`src/rtl/dac_ctrl_pkg.sv`:
```
// Shared types and constants for the interleaved DAC sequencer.
// Slot encoding matches the DAC latch rule: wrt low latches A when sel=0, B when sel=1.
package dac_ctrl_pkg;

  localparam int DW_DEF      = 14;
  localparam int RST_CYC_DEF = 16;

  typedef enum logic [1:0] {
    RST_HOLD,
    IDLE,
    RUN_A,
    RUN_B
  } state_t;

  localparam logic SEL_A      = 1'b0;
  localparam logic SEL_B      = 1'b1;
  localparam logic WRT_ACTIVE = 1'b0;
  localparam logic WRT_IDLE   = 1'b1;

  function automatic logic is_run(input state_t s);
    return (s == RUN_A) || (s == RUN_B);
  endfunction

endpackage

```
`src/rtl/dac_interleave_ctrl_if.sv`:
```
// Sample-stream, control and DAC-pin bundle for dac_interleave_ctrl.
// Optional underrun counter signals appear when DAC_URUN_CNT_EN is defined.
interface dac_interleave_ctrl_if #(parameter int DW = dac_ctrl_pkg::DW_DEF);

  logic          enable_i;
  logic          urun_hold_i;
  logic [DW-1:0] cha_dat_i;
  logic          cha_vld_i;
  logic          cha_rdy_o;
  logic [DW-1:0] chb_dat_i;
  logic          chb_vld_i;
  logic          chb_rdy_o;
  logic [DW-1:0] dac_dat_o;
  logic          dac_sel_o;
  logic          dac_wrt_o;
  logic          dac_rst_o;
  logic          busy_o;
`ifdef DAC_URUN_CNT_EN
  logic          urun_clr_i;
  logic [15:0]   urun_cnt_a_o;
  logic [15:0]   urun_cnt_b_o;
`endif

  modport slave (
    input  enable_i, urun_hold_i, cha_dat_i, cha_vld_i, chb_dat_i, chb_vld_i,
`ifdef DAC_URUN_CNT_EN
    input  urun_clr_i,
    output urun_cnt_a_o, urun_cnt_b_o,
`endif
    output cha_rdy_o, chb_rdy_o, dac_dat_o, dac_sel_o, dac_wrt_o, dac_rst_o, busy_o
  );

  modport master (
    output enable_i, urun_hold_i, cha_dat_i, cha_vld_i, chb_dat_i, chb_vld_i,
`ifdef DAC_URUN_CNT_EN
    output urun_clr_i,
    input  urun_cnt_a_o, urun_cnt_b_o,
`endif
    input  cha_rdy_o, chb_rdy_o, dac_dat_o, dac_sel_o, dac_wrt_o, dac_rst_o, busy_o
  );

endinterface

```
`src/rtl/dac_slot_buf.sv`:
```
// One-entry per-channel holding register, drained only in its own DAC slot.
// Latency: accept-to-drain >= 1 cycle; ready while empty or being drained; holds off for the cycle after reset.
module dac_slot_buf
  import dac_ctrl_pkg::*;
#(
  parameter int            DW       = DW_DEF,
  parameter logic [DW-1:0] IDLE_VAL = '0
) (
  input  logic          clk,
  input  logic          rst,
  input  logic [DW-1:0] in_dat,
  input  logic          in_vld,
  output logic          in_rdy,
  input  logic          drain,
  input  logic          urun_hold,
  output logic [DW-1:0] slot_dat,
  output logic          urun
);

  logic          live;
  logic          full;
  logic          accept;
  logic [DW-1:0] buf_dat;
  logic [DW-1:0] last_dat;

  // live keeps ready low for the first cycle out of reset
  assign in_rdy = live && (!full || drain);
  assign accept = in_vld && in_rdy;
  assign urun   = drain && !full;

  always_comb begin
    slot_dat = buf_dat;
    if (!full) slot_dat = urun_hold ? last_dat : IDLE_VAL;
  end

  always_ff @(posedge clk) begin
    if (rst) begin
      live     <= 1'b0;
      full     <= 1'b0;
      buf_dat  <= IDLE_VAL;
      last_dat <= IDLE_VAL;
    end else begin
      live <= 1'b1;
      if (accept) begin
        full    <= 1'b1;
        buf_dat <= in_dat;
      end else if (drain) begin
        full <= 1'b0;
      end
      if (drain && full) last_dat <= buf_dat;
    end
  end

endmodule

```
`src/rtl/dac_interleave_ctrl.sv`:
```
// Interleaves channel A/B sample streams onto the shared DAC bus and sequences DAC reset.
// Latency: slot state to pins 1 cycle, accept to pins >= 2; backpressure via 1-deep per-channel buffers.
// Optional DAC_URUN_CNT_EN adds saturating per-channel underrun counters with clear.
module dac_interleave_ctrl
  import dac_ctrl_pkg::*;
#(
  parameter int            DW       = DW_DEF,
  parameter int            RST_CYC  = RST_CYC_DEF,
  parameter logic [DW-1:0] IDLE_VAL = '0
) (
  input  logic                  dac_clk_i,
  input  logic                  dac_rst_i,
  dac_interleave_ctrl_if.slave  bus
);

  localparam int            CW       = $clog2(RST_CYC + 1);
  localparam logic [CW-1:0] CNT_LAST = CW'(RST_CYC - 1);

  state_t        state;
  state_t        state_nxt;
  logic [CW-1:0] cnt;
  logic [CW-1:0] cnt_nxt;
  logic          drain_a;
  logic          drain_b;
  logic [DW-1:0] a_slot;
  logic [DW-1:0] b_slot;
  logic          urun_a;
  logic          urun_b;

  logic [DW-1:0] dat_q;
  logic          sel_q;
  logic          wrt_q;
  logic          rst_q;
  logic          busy_q;

  dac_slot_buf #(.DW(DW), .IDLE_VAL(IDLE_VAL)) u_buf_a (
    .clk       (dac_clk_i),
    .rst       (dac_rst_i),
    .in_dat    (bus.cha_dat_i),
    .in_vld    (bus.cha_vld_i),
    .in_rdy    (bus.cha_rdy_o),
    .drain     (drain_a),
    .urun_hold (bus.urun_hold_i),
    .slot_dat  (a_slot),
    .urun      (urun_a)
  );

  dac_slot_buf #(.DW(DW), .IDLE_VAL(IDLE_VAL)) u_buf_b (
    .clk       (dac_clk_i),
    .rst       (dac_rst_i),
    .in_dat    (bus.chb_dat_i),
    .in_vld    (bus.chb_vld_i),
    .in_rdy    (bus.chb_rdy_o),
    .drain     (drain_b),
    .urun_hold (bus.urun_hold_i),
    .slot_dat  (b_slot),
    .urun      (urun_b)
  );

  always_ff @(posedge dac_clk_i) begin
    if (dac_rst_i) begin
      state <= RST_HOLD;
      cnt   <= '0;
    end else begin
      state <= state_nxt;
      cnt   <= cnt_nxt;
    end
  end

  // Pairs are never split: RUN_A always proceeds to RUN_B, enable is checked after B
  always_comb begin
    state_nxt = state;
    cnt_nxt   = cnt;
    drain_a   = 1'b0;
    drain_b   = 1'b0;
    case (state)
      RST_HOLD: begin
        if (cnt == CNT_LAST) begin
          state_nxt = IDLE;
          cnt_nxt   = '0;
        end else begin
          cnt_nxt = cnt + CW'(1);
        end
      end
      IDLE: begin
        if (bus.enable_i) state_nxt = RUN_A;
      end
      RUN_A: begin
        drain_a   = 1'b1;
        state_nxt = RUN_B;
      end
      RUN_B: begin
        drain_b   = 1'b1;
        state_nxt = bus.enable_i ? RUN_A : IDLE;
      end
      default: state_nxt = RST_HOLD;
    endcase
  end

  // rst/busy follow the state register; the slot bus lags the slot state by one cycle
  always_ff @(posedge dac_clk_i) begin
    if (dac_rst_i) begin
      dat_q  <= IDLE_VAL;
      sel_q  <= SEL_A;
      wrt_q  <= WRT_IDLE;
      rst_q  <= 1'b1;
      busy_q <= 1'b0;
    end else begin
      dat_q <= IDLE_VAL;
      sel_q <= SEL_A;
      wrt_q <= WRT_IDLE;
      if (state == RUN_A) begin
        dat_q <= a_slot;
        sel_q <= SEL_A;
        wrt_q <= WRT_ACTIVE;
      end else if (state == RUN_B) begin
        dat_q <= b_slot;
        sel_q <= SEL_B;
        wrt_q <= WRT_ACTIVE;
      end
      rst_q  <= (state_nxt == RST_HOLD);
      busy_q <= is_run(state_nxt);
    end
  end

  assign bus.dac_dat_o = dat_q;
  assign bus.dac_sel_o = sel_q;
  assign bus.dac_wrt_o = wrt_q;
  assign bus.dac_rst_o = rst_q;
  assign bus.busy_o    = busy_q;

`ifdef DAC_URUN_CNT_EN
  logic [15:0] ucnt_a;
  logic [15:0] ucnt_b;

  always_ff @(posedge dac_clk_i) begin
    if (dac_rst_i || bus.urun_clr_i) begin
      ucnt_a <= '0;
      ucnt_b <= '0;
    end else begin
      if (urun_a && (ucnt_a != 16'hFFFF)) ucnt_a <= ucnt_a + 16'd1;
      if (urun_b && (ucnt_b != 16'hFFFF)) ucnt_b <= ucnt_b + 16'd1;
    end
  end

  assign bus.urun_cnt_a_o = ucnt_a;
  assign bus.urun_cnt_b_o = ucnt_b;
`else
  logic unused_urun;
  assign unused_urun = urun_a ^ urun_b;
`endif

endmodule

```
`src/flat_wrapper.sv`:
```
// flat-port wrapper written by rule: the top's interface ports become plain ports
module dac_interleave_ctrl_flat import dac_ctrl_pkg::*;
#(
  parameter int            DW       = DW_DEF,
  parameter int            RST_CYC  = RST_CYC_DEF,
  parameter logic [DW-1:0] IDLE_VAL = '0
)
  (dac_clk_i, dac_rst_i, bus_enable_i, bus_urun_hold_i, bus_cha_dat_i, bus_cha_vld_i, bus_chb_dat_i, bus_chb_vld_i, bus_cha_rdy_o, bus_chb_rdy_o, bus_dac_dat_o, bus_dac_sel_o, bus_dac_wrt_o, bus_dac_rst_o, bus_busy_o);
  dac_interleave_ctrl_if #(.DW(DW)) bus_i ();
  input  logic dac_clk_i;
  input  logic dac_rst_i;
  input wire logic [$bits(bus_i.enable_i)-1:0] bus_enable_i;
  input wire logic [$bits(bus_i.urun_hold_i)-1:0] bus_urun_hold_i;
  input wire logic [$bits(bus_i.cha_dat_i)-1:0] bus_cha_dat_i;
  input wire logic [$bits(bus_i.cha_vld_i)-1:0] bus_cha_vld_i;
  input wire logic [$bits(bus_i.chb_dat_i)-1:0] bus_chb_dat_i;
  input wire logic [$bits(bus_i.chb_vld_i)-1:0] bus_chb_vld_i;
  output wire logic [$bits(bus_i.cha_rdy_o)-1:0] bus_cha_rdy_o;
  output wire logic [$bits(bus_i.chb_rdy_o)-1:0] bus_chb_rdy_o;
  output wire logic [$bits(bus_i.dac_dat_o)-1:0] bus_dac_dat_o;
  output wire logic [$bits(bus_i.dac_sel_o)-1:0] bus_dac_sel_o;
  output wire logic [$bits(bus_i.dac_wrt_o)-1:0] bus_dac_wrt_o;
  output wire logic [$bits(bus_i.dac_rst_o)-1:0] bus_dac_rst_o;
  output wire logic [$bits(bus_i.busy_o)-1:0] bus_busy_o;
  assign bus_i.enable_i = bus_enable_i;
  assign bus_i.urun_hold_i = bus_urun_hold_i;
  assign bus_i.cha_dat_i = bus_cha_dat_i;
  assign bus_i.cha_vld_i = bus_cha_vld_i;
  assign bus_i.chb_dat_i = bus_chb_dat_i;
  assign bus_i.chb_vld_i = bus_chb_vld_i;
  assign bus_cha_rdy_o = bus_i.cha_rdy_o;
  assign bus_chb_rdy_o = bus_i.chb_rdy_o;
  assign bus_dac_dat_o = bus_i.dac_dat_o;
  assign bus_dac_sel_o = bus_i.dac_sel_o;
  assign bus_dac_wrt_o = bus_i.dac_wrt_o;
  assign bus_dac_rst_o = bus_i.dac_rst_o;
  assign bus_busy_o = bus_i.busy_o;
  dac_interleave_ctrl #(.DW(DW), .RST_CYC(RST_CYC), .IDLE_VAL(IDLE_VAL)) u_core (.dac_clk_i(dac_clk_i), .dac_rst_i(dac_rst_i), .bus(bus_i));
endmodule
```
`config.mk`:
```
export PLATFORM = sky130hd
export DESIGN_NAME = dac_interleave_ctrl_flat
export DESIGN_NICKNAME = d
export VERILOG_FILES = /design/src/rtl/dac_ctrl_pkg.sv /design/src/rtl/dac_interleave_ctrl_if.sv /design/src/rtl/dac_slot_buf.sv /design/src/rtl/dac_interleave_ctrl.sv /design/src/flat_wrapper.sv
export SDC_FILE = /design/constraint.sdc
export NUM_CORES = 1
export LEC_CHECK = 0
export CORE_ASPECT_RATIO = 1.2
export CORE_UTILIZATION = 37
export DETAILED_ROUTE_END_ITERATION = 12
export PLACE_DENSITY_LB_ADDON = 0.05
export SYNTH_ARGS = -nofsm -noshare
export SYNTH_HDL_FRONTEND = slang
export SYNTH_SLANG_ARGS = --single-unit
```
`constraint.sdc`:
```
create_clock -name dac_clk_i -period 1.3 [get_ports dac_clk_i]
set_input_delay 0.26 -clock dac_clk_i [delete_from_list [all_inputs] [get_ports dac_clk_i]]
set_output_delay 0.26 -clock dac_clk_i [all_outputs]
set_load 0.02 [all_outputs]
```
==> results.sh <==
export IMPL_status="finished, violations left"
export IMPL_violations="setup timing"
export IMPL_fmax_mhz=691
export IMPL_initial_core_util_pct=38.8
export IMPL_wire_per_inst_um=16.1
export IMPL_skew_ps=12.8
export IMPL_grt_overflow=0
export IMPL_rsz0062_at_grt="yes"
export IMPL_synthAdderAreaFrac_pct=0.369
export IMPL_worst_setup_path_start_kind="flop"
export IMPL_antenna_found_initial=0
export IMPL_r2r_slack_ps=-80
export IMPL_ctsHtreeMaxLevel=3
export IMPL_clock_path_buffers=2
export IMPL_synth_net_count=418
export IMPL_min_path_cells=3
export IMPL_hold_class="in -> reg"
export IMPL_yosys_warnings=0
export IMPL_p_leak_nw=1.83
export IMPL_pre_cts_ws_ps=-803
export IMPL_p_per_area_nw_per_um2=1010
export IMPL_drive_gt1_share_pct=22.3
export IMPL_fin_nets=483
export IMPL_end_kind="output port"
export IMPL_synth_xor_xnor_area_share_pct=0.258
export IMPL_placedInstanceArea_sq_um=4150
export IMPL_grt_pass1_wl_um=14100
export IMPL_design_area_sq_um=4700
export IMPL_seq_area_frac_synth_pct=49.0
export IMPL_wl_um=9160
export IMPL_drc_errors=0
export IMPL_synth_compound_area_share_pct=12.9
export IMPL_ir_drop_v=0.000487
export IMPL_critPathMaxFanout=4
export IMPL_io_buffer_count=53
export IMPL_area_growth_pct=38.5
export IMPL_rr_startpoint="u_core.state[0]"
export IMPL_grt_pass1_vias=2713
export IMPL_finalSetupViolCount=27
export IMPL_worst_setup_path_type="reg -> out"
export IMPL_avgSynthCellArea_sq_um=8.86
export IMPL_hold_violations=0
export IMPL_hpwl_um=5780
export IMPL_track_usage_pct=20.1
export IMPL_ys_ff_latch=83
export IMPL_slew_viol_final=0
export IMPL_r2r_end="u_core.u_buf_a.last_dat[13]"
export IMPL_whs_ps=424
export IMPL_synth_area_sq_um=3390
export IMPL_cts_root_buf="clkbuf_8"
export IMPL_dieWidth_um=89.4
export IMPL_worstSkewPairLatency_ps=350
export IMPL_avgViaCountPerCell=5.04
export IMPL_synth_top_family_by_area="simple AND/OR/NAND/NOR gates"
export IMPL_first_pass_iters=4
export IMPL_yosysUniqueCellTypes=35
export IMPL_diodes=0
export IMPL_core_sq_um=8750
export IMPL_required_ps=1040
export IMPL_grt_start_max_net_pins=44
export IMPL_power_mw=4.75
export IMPL_cts_sinks=83
export IMPL_muxShareOfSynthArea_pct=8.26
export IMPL_synth_simple_area_share_pct=23.2
export IMPL_pin_count=54
export IMPL_antenna_left=0
export IMPL_rows=37
export IMPL_maxCapViolCount=0
export IMPL_syn_inst=383
export IMPL_hold_start="dac_rst_i"
export IMPL_gp_congestion=0.754
export IMPL_setup_slack_ps=-148
export IMPL_path_clk_slew_ps=90
export IMPL_finalCriticalPeriod_ps=1450
export IMPL_worstMarginPinSlew_ps=464
export IMPL_vias=2875
export IMPL_arrival_ps=1190
export IMPL_holdPathEnd="u_core.u_buf_a.full"
export IMPL_cts_buffers_inserted=9
export IMPL_cts_tree="done"
export IMPL_drtIter0Drc=152
export IMPL_rr_worst_depth=6
export IMPL_period_share_pct=111
export IMPL_die_h_um=107
export IMPL_slew_headroom_pct=69.1
export IMPL_die_area_sq_um=9560
registers in the layout, indices dropped and copies added (netlist names):
name	count
u_core.state	1
u_core.u_buf_b.full	1
u_core.u_buf_a.full	1
u_core.u_buf_a.live	1
u_core.cnt	5
u_core.u_buf_a.buf_dat	14
u_core.u_buf_b.buf_dat	14
u_core.u_buf_b.last_dat	14
u_core.bus.busy_o	1
u_core.u_buf_a.last_dat	14
u_core.bus.dac_rst_o	1
u_core.bus.dac_dat_o	14
u_core.bus.dac_sel_o	1
u_core.bus.dac_wrt_o	1
power by group:
| part | switching, mW | leakage, nW | internal, mW |
|---|---|---|---|
| Sequential | 0.0662 | 0.675 | 2.60 |
| Clock | 0.977 | 0.0779 | 0.699 |
| Combinational | 0.188 | 1.07 | 0.219 |
cell type report:
class	count	area (sq um)
timing repair buffer	86	980
fill	809	4050
inverter	2	7.51
sequential	83	1670
tap	117	146
multi-input combinational	266	1720
clock inverter	7	52.6
clock buffer	9	124
worst max-delay path by stage:
stage,start,endpoint,slack (ps)
floorplan,u_core.state[0],u_core.u_buf_a.buf_dat[0],20
global placement,dac_rst_i,u_core.bus.dac_dat_o[6],-790
detailed placement,dac_rst_i,u_core.bus.dac_dat_o[12],-800
CTS,u_core.state[0],bus_cha_rdy_o,-180
global route,u_core.u_buf_b.full,bus_chb_rdy_o,-200
finish,u_core.bus.busy_o,bus_chb_rdy_o,-150
through the flow:
stage	std cells	utilization [%]	TNS, ps
finish	570	53.7	-1290
floorplan	383	-	0
global route	570	53.7	-2830
detailed placement	546	47.4	-26630
global placement	546	47.4	-26570
CTS	569	51.3	-1870
what timing repair did:
| item | 4_1_cts | 5_1_grt |
|---|---|---|
| hold buffers | 0 | 0 |
| gates cloned | 1 | 2 |
| pin swaps | 15 | 29 |
| setup endpoints to repair | 59 | 67 |
| hold endpoints to repair | 0 | 0 |
| setup buffers | 6 | 1 |
| gates resized for setup | 55 | 60 |
metal layers:
layer	wire, um	vias to the layer above	global-route usage [%]
met3	468	10	3.54
li1	-	1444	-
met2	4310	76	31.6
met1	4260	1345	27.4
met5	0	-	0
met4	124	0	7.14
cells in the mapped netlist:
master | instances | area share (%)
mux2i_1 | 28 | 8.3
clkbuf_1 | 12 | 1.3
nand2b_2 | 1 | 0.26
buf_4 | 1 | 0.22
nor2b_4 | 1 | 0.41
buf_2 | 11 | 1.6
a21o_1 | 1 | 0.22
buf_6 | 6 | 2.0
ha_1 | 1 | 0.37
nand2b_4 | 1 | 0.41
nor3b_1 | 1 | 0.22
nor2_1 | 2 | 0.22
a221o_1 | 14 | 4.1
a21bo_1 | 1 | 0.30
xnor2_1 | 1 | 0.26
and3b_1 | 1 | 0.26
a21oi_1 | 48 | 7.1
o21ai_0 | 3 | 0.44
nand3_1 | 17 | 2.5
buf_12 | 1 | 0.59
a311oi_1 | 1 | 0.26
a31oi_1 | 1 | 0.18
nand4b_1 | 1 | 0.26
buf_1 | 1 | 0.11
nor3b_4 | 1 | 0.55
nor3_2 | 1 | 0.30
dfxtp_1 | 83 | 49
nand3b_1 | 16 | 3.5
a21oi_2 | 1 | 0.26
nand2_1 | 117 | 13
or4_1 | 1 | 0.22
inv_1 | 2 | 0.22
nand3b_2 | 1 | 0.33
and2_1 | 2 | 0.37
and3_1 | 2 | 0.37
layout by cell type (no fill, tap or decap), drive strengths merged:
master	count
nor3	1
ha	1
xnor2	1
nor2	2
a31oi	1
dfxtp	83
buf	33
nand4b	1
a21o	1
nand3	17
a21oi	49
clkdlybuf4s50	32
mux2i	28
a21bo	1
and3b	1
nand2	117
or4	1
clkinv	2
dlygate4sd2	3
inv	3
nand2b	2
clkbuf	14
and2	2
nor2b	1
a221o	14
clkdlybuf4s15	13
a311oi	1
nand3b	17
and3	2
o21ai	3
nor3b	2
clkinvlp	4
cell families after synthesis:
kind of cell | count (synthesis)
AND/OR/NAND/NOR | 166
flip-flops | 83
AO/OA/AOI/OAI | 70
buffers and inverters | 34
multiplexers | 28
XOR/XNOR | 1
adder cells (fa/ha/maj) | 1
worst max-delay path, stage by stage (launching register included):
cell and delay (ps):
dfxtp_4 370, a21bo_1 190, and2_4 150, buf_6 120
Note: power is estimated with default switching activity, not from simulation.
